**src/rtl/vga_pkg.sv**
```systemverilog
// Shared timing presets and helpers for the raster timing generator.
// Presets cover 640x480@60 and 800x600@60; the test-pattern bar colours live here as well.
package vga_pkg;

  localparam int VGA640_H_ACTIVE = 640;
  localparam int VGA640_H_FP     = 16;
  localparam int VGA640_H_SYNC   = 96;
  localparam int VGA640_H_BP     = 48;
  localparam int VGA640_V_ACTIVE = 480;
  localparam int VGA640_V_FP     = 10;
  localparam int VGA640_V_SYNC   = 2;
  localparam int VGA640_V_BP     = 33;

  localparam int SVGA800_H_ACTIVE = 800;
  localparam int SVGA800_H_FP     = 40;
  localparam int SVGA800_H_SYNC   = 128;
  localparam int SVGA800_H_BP     = 88;
  localparam int SVGA800_V_ACTIVE = 600;
  localparam int SVGA800_V_FP     = 1;
  localparam int SVGA800_V_SYNC   = 4;
  localparam int SVGA800_V_BP     = 23;

  localparam int NUM_BARS = 8;

  // Keeps counters at least one bit wide even for degenerate sizes.
  function automatic int clog2_safe(input int n);
    int r;
    r = $clog2(n);
    return (r < 1) ? 1 : r;
  endfunction

  // RGB 4:4:4, bars left to right: white, yellow, cyan, green, magenta, red, blue, black.
  function automatic logic [11:0] bar_colour(input logic [2:0] idx);
    logic [11:0] c;
    case (idx)
      3'd0:    c = 12'hFFF;
      3'd1:    c = 12'hFF0;
      3'd2:    c = 12'h0FF;
      3'd3:    c = 12'h0F0;
      3'd4:    c = 12'hF0F;
      3'd5:    c = 12'hF00;
      3'd6:    c = 12'h00F;
      default: c = 12'h000;
    endcase
    return c;
  endfunction

endpackage

```
**src/rtl/vga_delay_line.sv**
```systemverilog
// Clock-enabled shift register that lines sync/DE (and pixel data) up with frame-buffer latency.
// DEPTH=0 degenerates to a wire; the caller already registers the input.
module vga_delay_line #(
  parameter int             W       = 1,
  parameter int             DEPTH   = 1,
  parameter logic [W-1:0]   RST_VAL = '0
) (
  input  logic         clk,
  input  logic         reset,
  input  logic         i_ce,
  input  logic [W-1:0] i_d,
  output logic [W-1:0] o_q
);

  if (DEPTH == 0) begin : g_pass
    logic w_unused;
    assign w_unused = ^{clk, reset, i_ce};
    assign o_q      = i_d;
  end else begin : g_shift
    logic [W-1:0] r_stage [DEPTH];

    always_ff @(posedge clk or posedge reset) begin
      if (reset) begin
        for (int i = 0; i < DEPTH; i++) r_stage[i] <= RST_VAL;
      end else if (i_ce) begin
        r_stage[0] <= i_d;
        for (int i = 1; i < DEPTH; i++) r_stage[i] <= r_stage[i-1];
      end
    end

    assign o_q = r_stage[DEPTH-1];
  end

endmodule

```
**src/rtl/vga_timing_gen.sv**
```systemverilog
// Parametrised raster timing generator: pixel divider, x/y counters, sync/DE decode and delay.
// Define VGA_TPG_EN to add the o_tpg_rgb colour-bar test pattern aligned with o_de.
module vga_timing_gen
  import vga_pkg::*;
#(
  parameter int H_ACTIVE = VGA640_H_ACTIVE,
  parameter int H_FP     = VGA640_H_FP,
  parameter int H_SYNC   = VGA640_H_SYNC,
  parameter int H_BP     = VGA640_H_BP,
  parameter int V_ACTIVE = VGA640_V_ACTIVE,
  parameter int V_FP     = VGA640_V_FP,
  parameter int V_SYNC   = VGA640_V_SYNC,
  parameter int V_BP     = VGA640_V_BP,
  parameter bit HS_POL   = 1'b0,
  parameter bit VS_POL   = 1'b0,
  parameter int CLK_DIV  = 1,
  parameter int PIPE     = 2,
  localparam int H_TOTAL = H_ACTIVE + H_FP + H_SYNC + H_BP,
  localparam int V_TOTAL = V_ACTIVE + V_FP + V_SYNC + V_BP,
  localparam int HW      = clog2_safe(H_TOTAL),
  localparam int VW      = clog2_safe(V_TOTAL)
) (
  input  logic          clk,
  input  logic          reset,
  input  logic          i_en,
  output logic          o_pix_ce,
  output logic [HW-1:0] o_x,
  output logic [VW-1:0] o_y,
  output logic          o_fetch,
  output logic          o_h_sync,
  output logic          o_v_sync,
  output logic          o_de,
  output logic          o_line_start,
  output logic          o_frame_start
`ifdef VGA_TPG_EN
  ,
  output logic [11:0]   o_tpg_rgb
`endif
);

  localparam int DW       = clog2_safe(CLK_DIV);
  localparam int HS_START = H_ACTIVE + H_FP;
  localparam int HS_END   = H_ACTIVE + H_FP + H_SYNC;
  localparam int VS_START = V_ACTIVE + V_FP;
  localparam int VS_END   = V_ACTIVE + V_FP + V_SYNC;
  localparam logic [2:0] DLY_IDLE = {~HS_POL, ~VS_POL, 1'b0};

  if (H_FP < 1 || H_SYNC < 1 || H_BP < 1 || V_FP < 1 || V_SYNC < 1 || V_BP < 1) begin : g_bad_geom
    $fatal(1, "vga_timing_gen: porch and sync widths must be at least 1");
  end
  if (CLK_DIV < 1 || CLK_DIV > 8) begin : g_bad_div
    $fatal(1, "vga_timing_gen: CLK_DIV must be 1..8");
  end
  if (PIPE < 0 || PIPE > 7) begin : g_bad_pipe
    $fatal(1, "vga_timing_gen: PIPE must be 0..7");
  end

  logic [DW-1:0] r_div;
  logic          r_pix_ce;
  logic [HW-1:0] r_x;
  logic [VW-1:0] r_y;
  logic          r_hs0;
  logic          r_vs0;
  logic          r_fetch;
  logic          r_line_start;
  logic          r_frame_start;

  logic          w_tick;
  logic          w_x_last;
  logic          w_y_last;
  logic [HW-1:0] w_x_inc;
  logic [VW-1:0] w_y_inc;
  logic [HW-1:0] w_x_view;
  logic [VW-1:0] w_y_view;
  logic          w_hs_raw;
  logic          w_vs_raw;
  logic          w_fetch_raw;
  logic [2:0]    w_dly_q;

  assign w_tick = i_en && (r_div == DW'(CLK_DIV - 1));

  always_ff @(posedge clk or posedge reset) begin
    if (reset) begin
      r_div    <= '0;
      r_pix_ce <= 1'b0;
    end else if (i_en) begin
      r_div    <= w_tick ? '0 : r_div + 1'b1;
      r_pix_ce <= w_tick;
    end else begin
      r_pix_ce <= 1'b0;
    end
  end

  assign w_x_last = (r_x == HW'(H_TOTAL - 1));
  assign w_y_last = (r_y == VW'(V_TOTAL - 1));
  assign w_x_inc  = w_x_last ? '0 : r_x + 1'b1;
  assign w_y_inc  = w_x_last ? (w_y_last ? '0 : r_y + 1'b1) : r_y;

  // The position finishes processing at the end of its pix_ce clock.
  always_ff @(posedge clk or posedge reset) begin
    if (reset) begin
      r_x <= '0;
      r_y <= '0;
    end else if (r_pix_ce) begin
      r_x <= w_x_inc;
      r_y <= w_y_inc;
    end
  end

  // Decode from the position the counters hold after this edge so the flops line up with x/y.
  assign w_x_view    = r_pix_ce ? w_x_inc : r_x;
  assign w_y_view    = r_pix_ce ? w_y_inc : r_y;
  assign w_hs_raw    = (w_x_view >= HW'(HS_START)) && (w_x_view < HW'(HS_END));
  assign w_vs_raw    = (w_y_view >= VW'(VS_START)) && (w_y_view < VW'(VS_END));
  assign w_fetch_raw = (w_x_view < HW'(H_ACTIVE)) && (w_y_view < VW'(V_ACTIVE));

  always_ff @(posedge clk or posedge reset) begin
    if (reset) begin
      r_hs0         <= ~HS_POL;
      r_vs0         <= ~VS_POL;
      r_fetch       <= 1'b0;
      r_line_start  <= 1'b0;
      r_frame_start <= 1'b0;
    end else if (i_en || r_pix_ce) begin
      r_hs0         <= w_hs_raw ? HS_POL : ~HS_POL;
      r_vs0         <= w_vs_raw ? VS_POL : ~VS_POL;
      r_fetch       <= w_fetch_raw;
      r_line_start  <= w_tick && (w_x_view == '0);
      r_frame_start <= w_tick && (w_x_view == '0) && (w_y_view == '0);
    end
  end

  vga_delay_line #(
    .W       (3),
    .DEPTH   (PIPE),
    .RST_VAL (DLY_IDLE)
  ) u_sync_dly (
    .clk   (clk),
    .reset (reset),
    .i_ce  (r_pix_ce),
    .i_d   ({r_hs0, r_vs0, r_fetch}),
    .o_q   (w_dly_q)
  );

  assign o_pix_ce      = r_pix_ce;
  assign o_x           = r_x;
  assign o_y           = r_y;
  assign o_fetch       = r_fetch;
  assign o_h_sync      = w_dly_q[2];
  assign o_v_sync      = w_dly_q[1];
  assign o_de          = w_dly_q[0];
  assign o_line_start  = r_line_start;
  assign o_frame_start = r_frame_start;

`ifdef VGA_TPG_EN
  localparam int BAR_W = H_ACTIVE / NUM_BARS;

  if (BAR_W < 1) begin : g_bad_tpg
    $fatal(1, "vga_timing_gen: test pattern needs H_ACTIVE >= 8");
  end

  logic [11:0]   r_rgb0;
  logic [HW-1:0] w_bar;
  logic [2:0]    w_bar_idx;
  logic [11:0]   w_rgb_q;

  assign w_bar     = w_x_view / HW'(BAR_W);
  assign w_bar_idx = (w_bar > HW'(NUM_BARS - 1)) ? 3'd7 : w_bar[2:0];

  // Blanked at the source so the delayed colour is zero exactly when de is low.
  always_ff @(posedge clk or posedge reset) begin
    if (reset) begin
      r_rgb0 <= 12'h000;
    end else if (i_en || r_pix_ce) begin
      r_rgb0 <= w_fetch_raw ? bar_colour(w_bar_idx) : 12'h000;
    end
  end

  vga_delay_line #(
    .W       (12),
    .DEPTH   (PIPE),
    .RST_VAL (12'h000)
  ) u_rgb_dly (
    .clk   (clk),
    .reset (reset),
    .i_ce  (r_pix_ce),
    .i_d   (r_rgb0),
    .o_q   (w_rgb_q)
  );

  assign o_tpg_rgb = w_rgb_q;
`endif

endmodule
```
**config.mk**
```make
export PLATFORM = sky130hd
export DESIGN_NAME = vga_timing_gen
export DESIGN_NICKNAME = d
export VERILOG_FILES = /design/src/rtl/vga_pkg.sv /design/src/rtl/vga_delay_line.sv /design/src/rtl/vga_timing_gen.sv
export SDC_FILE = /design/constraint.sdc
export NUM_CORES = 1
export LEC_CHECK = 0
export CORE_UTILIZATION = 29
export DETAILED_ROUTE_END_ITERATION = 8
export SLEW_MARGIN = 0
export SYNTH_ARGS = -nofsm -noshare
export SYNTH_HDL_FRONTEND = slang
export SYNTH_SLANG_ARGS = --single-unit
```
**constraint.sdc**
```tcl
create_clock -name clk -period 5.27 [get_ports clk]
set_input_delay 0.527 -clock clk [delete_from_list [all_inputs] [get_ports clk]]
set_output_delay 0.527 -clock clk [all_outputs]
set_load 0.05 [all_outputs]
```
Word level (Yosys, flattened, before mapping)
Cells that the tools add are included.
W data, S select, Z words.
- input bits: 3
- register bits: 33
- eq/ne operators: 2
- multiplexer cells: 9
- bitwise gates (word level): 1
- $lt $le $gt $ge: 6
- reduce and logical (&&, ||, !) cells: 9
- $add $sub $neg: 3
- operators with widths (operator ; count):
    $mux W10 ; 5
    $add A10 B1 Y10 const B ; 2
    $eq A10 B10 Y1 const B ; 2
    $logic_not A10 Y1 ; 2
    $lt A10 B10 Y1 const B ; 2
    $lt A10 B9 Y1 const B ; 2
    $ge A10 B10 Y1 const B ; 1
    $ge A10 B9 Y1 const B ; 1
    $logic_and A1 B1 Y1 ; 6
    $mux W1 ; 4
    $add A1 B1 Y1 const B ; 1
    $logic_or A1 B1 Y1 ; 1
    $not A1 Y1 ; 1

Depth between registers and ports, before layout
- word-level depth: 7
- depth in mapped cells: 8
- depth with buffers taken out: 8

Hierarchy
A second synthesis with hierarchy kept.
- cell total of the unflattened synthesis: 198
- area, all modules: 2015.7 µm²
- by module, submodules not included (module ; area each (µm²) ; seq. area each (µm²) ; cells an instance ; times used):
    vga_timing_gen ; 1732.9 ; 678.2 ; 181 ; 1
    vga_delay_line ; 282.8 ; 155.1 ; 17 ; 1

Worst setup path before layout
Ideal clock, no wire load.
- kind: register to register
- from: register r_x[5] (netlist: o_x[5])
- to: register r_vs0
- slack: 2.336 ns
- library setup time: 0.098 ns
- stages on the path, launching flop included: 8
- arrival time: 2.836 ns
- cell sequence: dfrtp_1 -> buf_6 -> or3b_4 -> or4_4 -> or4_4 -> xor2_1 -> nor4_2 -> a41oi_1
- cells in the longest elaborated chain, start to end: 6
- elaborated cells on any way between the ends: 7
- those cells by class: 2 x order compare; 1 x eq/ne; 3 x mux; 1 x reduce/logical
- RTL lines (item ; line ; text):
    start, declared ; vga_timing_gen.sv:60 ; logic [HW-1:0] r_x;
    start signal, assigned ; vga_timing_gen.sv:105 ; r_x <= w_x_inc;
    $eq A10 B10 Y1 * ; vga_timing_gen.sv:94 ; assign w_x_last = (r_x == HW'(H_TOTAL - 1));
    $mux W10 * ; vga_timing_gen.sv:97 ; assign w_y_inc = w_x_last ? (w_y_last ? '0 : r_y + 1'b1) : r_y;
    $mux W10 * ; -- ;
    $ge A10 B9 Y1 / $lt A10 B9 Y1 (equally long branches) ; vga_timing_gen.sv:114 ; assign w_vs_raw = (w_y_view >= VW'(VS_START)) && (w_y_view < VW'(VS_END));
    $logic_and A1 B1 Y1 * ; vga_timing_gen.sv:114 ;
    $mux W1 * ; vga_timing_gen.sv:126 ; r_vs0 <= w_vs_raw ? VS_POL : ~VS_POL;
    end signal, assigned ; vga_timing_gen.sv:120 ; r_vs0 <= ~VS_POL;
    end signal, assigned ; vga_timing_gen.sv:126 ;
    end, declared ; vga_timing_gen.sv:63 ; logic r_vs0;
Every way passes the cells marked *; elsewhere a longest branch is shown, timed or not.
A chain may end at the register's enable or synchronous reset.

Final worst setup path
- from: register r_pix_ce (netlist: o_pix_ce)
- to: register r_frame_start (netlist: o_frame_start)
- cells in the longest elaborated chain, start to end: 4
- elaborated cells on any way between the ends: 7
- those cells by class: 2 x mux; 5 x reduce/logical
- RTL lines (item ; line ; text):
    start, declared ; vga_timing_gen.sv:59 ; logic r_pix_ce;
    start signal, assigned ; vga_timing_gen.sv:88 ; r_pix_ce <= w_tick;
    $mux W10 ; -- ;
    $logic_not A10 Y1 ; vga_timing_gen.sv:129 ; r_frame_start <= w_tick && (w_x_view == '0) && (w_y_view == '0);
    $logic_and A1 B1 Y1 (2 in series) ; vga_timing_gen.sv:129 ;
    end signal, assigned ; vga_timing_gen.sv:129 ;
    end, declared ; vga_timing_gen.sv:66 ; logic r_frame_start;
Parallel ways exist; a longest one is shown, timed or not.

==> results.yml <==
outcome:
  status: "finished clean"
clocking:
  cts_tree: "done"
  clockBufferDepth: 2
  clk_pin_slew_ns: 0.06
  ctsRootBufferMaster: "clkbuf_8"
  htree_levels: 2
  ctsResizeCount: 0
  cts_buffers: 5
  cts_sinks: 33
  post_cts_buffers: 0
  worstSkewPairLatency_ns: 0.29
  hold_buffers: 0
sta:
  fin_crit_sh_pct: 56.1
  worstMarginPinSlew_ns: 0.748
  slew_violations: 0
  hold_violations: 0
  skew_ns: 0.0122
  totalNegativeSetupSlack_ns: 0
  final.min_clock_period_ns: 2.96
  maxSlewHeadroom_pct: 49.7
  clock.fmax_mhz: 338
  final-setup-viol-count: 0
  rsz0062_at_grt: "no"
critical_path:
  path_common_cell: "nand4_1"
  slowest_stage: "nor4_1"
  r2r_start: "o_pix_ce"
  rr_worst_depth: 7
  critPathCaptureType: "flop"
  path_class: "flop to flop"
  crit_required_ns: 5.46
  cp.arrival_ns: 3.14
  reg2reg_to: "o_frame_start"
  path_delay_family: "simple AND/OR/NAND/NOR gates"
  r2r_setup_slack_ns: 2.31
  critPathMaxFanout: 18
  start_kind: "flop"
  cp_num_buf_inv: 1
  cp_cell_sequence: "nand3_1 -> nor4_1 -> buf_4 -> nand4_1 -> xor2_1 -> nand4_1 -> o31ai_1"
  cpPeakStageDelay_ns: 0.74
power:
  intPower_mw: 0.442
  power_frac_seq_pct: 44.6
  switching_share_pct: 38.3
  comb_power_share_pct: 30.1
  p_clk_share_pct: 25.3
  powerDensity_mw_per_mm2: 316
  power_leakage_nw: 0.939
  ir_drop_uv: 238
  power.switching_mw: 0.274
place:
  dp.cells: 294
  port_buffers: 29
  place.gp.congestion: 0.823
  place_area_sq_mm: 0.00219
  place_hpwl_microns: 2980
flow_run:
  cap_viol_max_count: 0
route:
  first_pass_iters: 4
  wl_per_cell_microns: 13.9
  wl_microns: 4180
  drc: 0
  drtIter0Drc: 75
  viasPerCell: 5.02
  vias: 1511
  ant_nets: 0
synthesis:
  ys_seq_area_share_pct: 45.6
  synth.cell_area_sq_mm: 0.00183
  yosysWarnings: 0
  synth_edf_count: 0
  synthesis.instances: 195
  synthFlopType: "dfrtp_1"
  syn_area_per_cell_sq_um: 9.36
  ys_types: 44
  syn-num-nets: 201
  ys_ff_latch: 33
  synth_async_sr_flop_share_pct: 100
hold_path:
  hold_path_depth: 1
  hold_start: "r_div"
  whs_endpoint: "o_pix_ce"
  min_path_type: "flop to flop"
cells_and_area:
  stdcell_count: 301
  filler_cell_count: 604
  drive_above_1_share_pct: 12.4
  synthToLayoutAreaGrowth_pct: 24.1
  nets: 232
  register_area_sq_um: 833
  multi_input_area_sq_um: 902
  stdcell_area_sq_mm: 0.00226
  antenna_cells: 0
die:
  coreArea_sq_mm: 0.00599
  core.rowCount: 28
  dieWidth_microns: 81.3
  die_h_microns: 81.3
  fp.dieArea_sq_mm: 0.00662
  ioPinCount: 30
  initial_core_util_pct: 30.5
grt:
  grt_max_degree: 34
  grt_usage_pct: 14.1
  grt-ovfl-total: 0
  grt_antenna_before_repair: 0
  grt_pass1_wl_microns: 6910
  grt_pass1_vias: 1470
[cell usage after synthesis (3+ instances only)]
| library cell | number | area share, % |
|---|---|---|
| nand4_1 | 6 | 2.1 |
| ha_1 | 3 | 2.1 |
| nand3_1 | 4 | 1.1 |
| nor3_1 | 6 | 1.6 |
| o31ai_1 | 4 | 1.6 |
| clkbuf_1 | 5 | 1.0 |
| or3_1 | 3 | 1.0 |
| xor2_1 | 7 | 3.4 |
| xnor2_1 | 5 | 2.4 |
| nor2b_1 | 4 | 1.4 |
| inv_1 | 14 | 2.9 |
| mux2i_1 | 3 | 1.6 |
| nand2_1 | 25 | 5.1 |
| dfrtp_1 | 27 | 37 |
| nor2_1 | 20 | 4.1 |
| dfstp_2 | 6 | 8.6 |
| o21ai_0 | 10 | 2.7 |
| nor4_1 | 4 | 1.4 |
| mux2_2 | 8 | 4.9 |
[registers in the layout, summed over array words and instances (netlist names)]
register	count
o_frame_start	1
o_y	10
r_vs0	1
o_fetch	1
r_hs0	1
u_sync_dly.o_q	3
o_line_start	1
u_sync_dly.g_shift.r_stage	3
o_pix_ce	1
o_x	10
r_div	1
[power groups by stage]
stage | Clock (mW) | Sequential, mW | Combinational (mW)
6_report | 0.181 | 0.319 | 0.216
4_1_cts | 0.188 | 0.320 | 0.217
2_1_floorplan | 0 | 0.389 | 0.0860
3_3_place_gp | 0 | 0.323 | 0.215
5_1_grt | 0.197 | 0.326 | 0.232
3_5_place_dp | 0 | 0.325 | 0.216
[logic make-up (layout without fill, tap and decap cells)]
group	Yosys count	after routing	synth area share (%)
buf+inv	21	52	4.94
compound gates	31	31	11.4
mux	11	11	6.58
flops	33	33	45.6
simple gates	84	84	23.6
xor+xnor	12	12	5.76
fa+ha+maj	3	3	2.06
[per-stage QoR]
step           util (%)  power, mW  hold WS, ns  setup slack [ns]
2_1_floorplan         -      0.475        0.403              2.34
3_3_place_gp       36.5      0.538        0.422              2.29
3_5_place_dp       36.5      0.541        0.425              2.33
4_1_cts            37.8      0.725        0.437              2.31
5_1_grt            37.8      0.755        0.464              2.04
6_report           37.8      0.716        0.432              2.31
[how the worst max path moves through the flow]
stage / depth (start not counted) / slack [ns] / from / endpoint
floorplan: 7 / 2.34 / o_x[5] / r_vs0
global route: 7 / 2.04 / o_pix_ce / o_frame_start
global placement: 7 / 2.29 / o_pix_ce / r_vs0
detailed placement: 6 / 2.33 / o_pix_ce / o_frame_start
finish: 7 / 2.31 / o_pix_ce / o_frame_start
CTS: 7 / 2.31 / o_pix_ce / o_frame_start
[area by class of cell]
class,count,area share [%]
clock inverter,1,0.221
clock buffer,6,3.20
timing repair buffer,31,13.5
tap,75,4.14
multi-input combinational,141,39.8
sequential,33,36.8
inverter,14,2.32
[placed cells by master (no fill, tap or decap), types with 7 or more instances in the layout]
master	count
dfrtp_1	27
clkdlybuf4s50_1	29
xor2_1	7
mux2_2	8
nor2_1	20
o21ai_0	10
nand2_1	25
inv_1	14
[routing by layer]
layer	GRT usage (%)	vias to the layer above	part of all wire (%)
met5	0	-	0
met4	5.71	0	1.1
met3	3.60	5	5.4
met2	21.3	43	45
met1	19.1	720	49
li1	-	743	-
(Power assumes the default switching activity.)
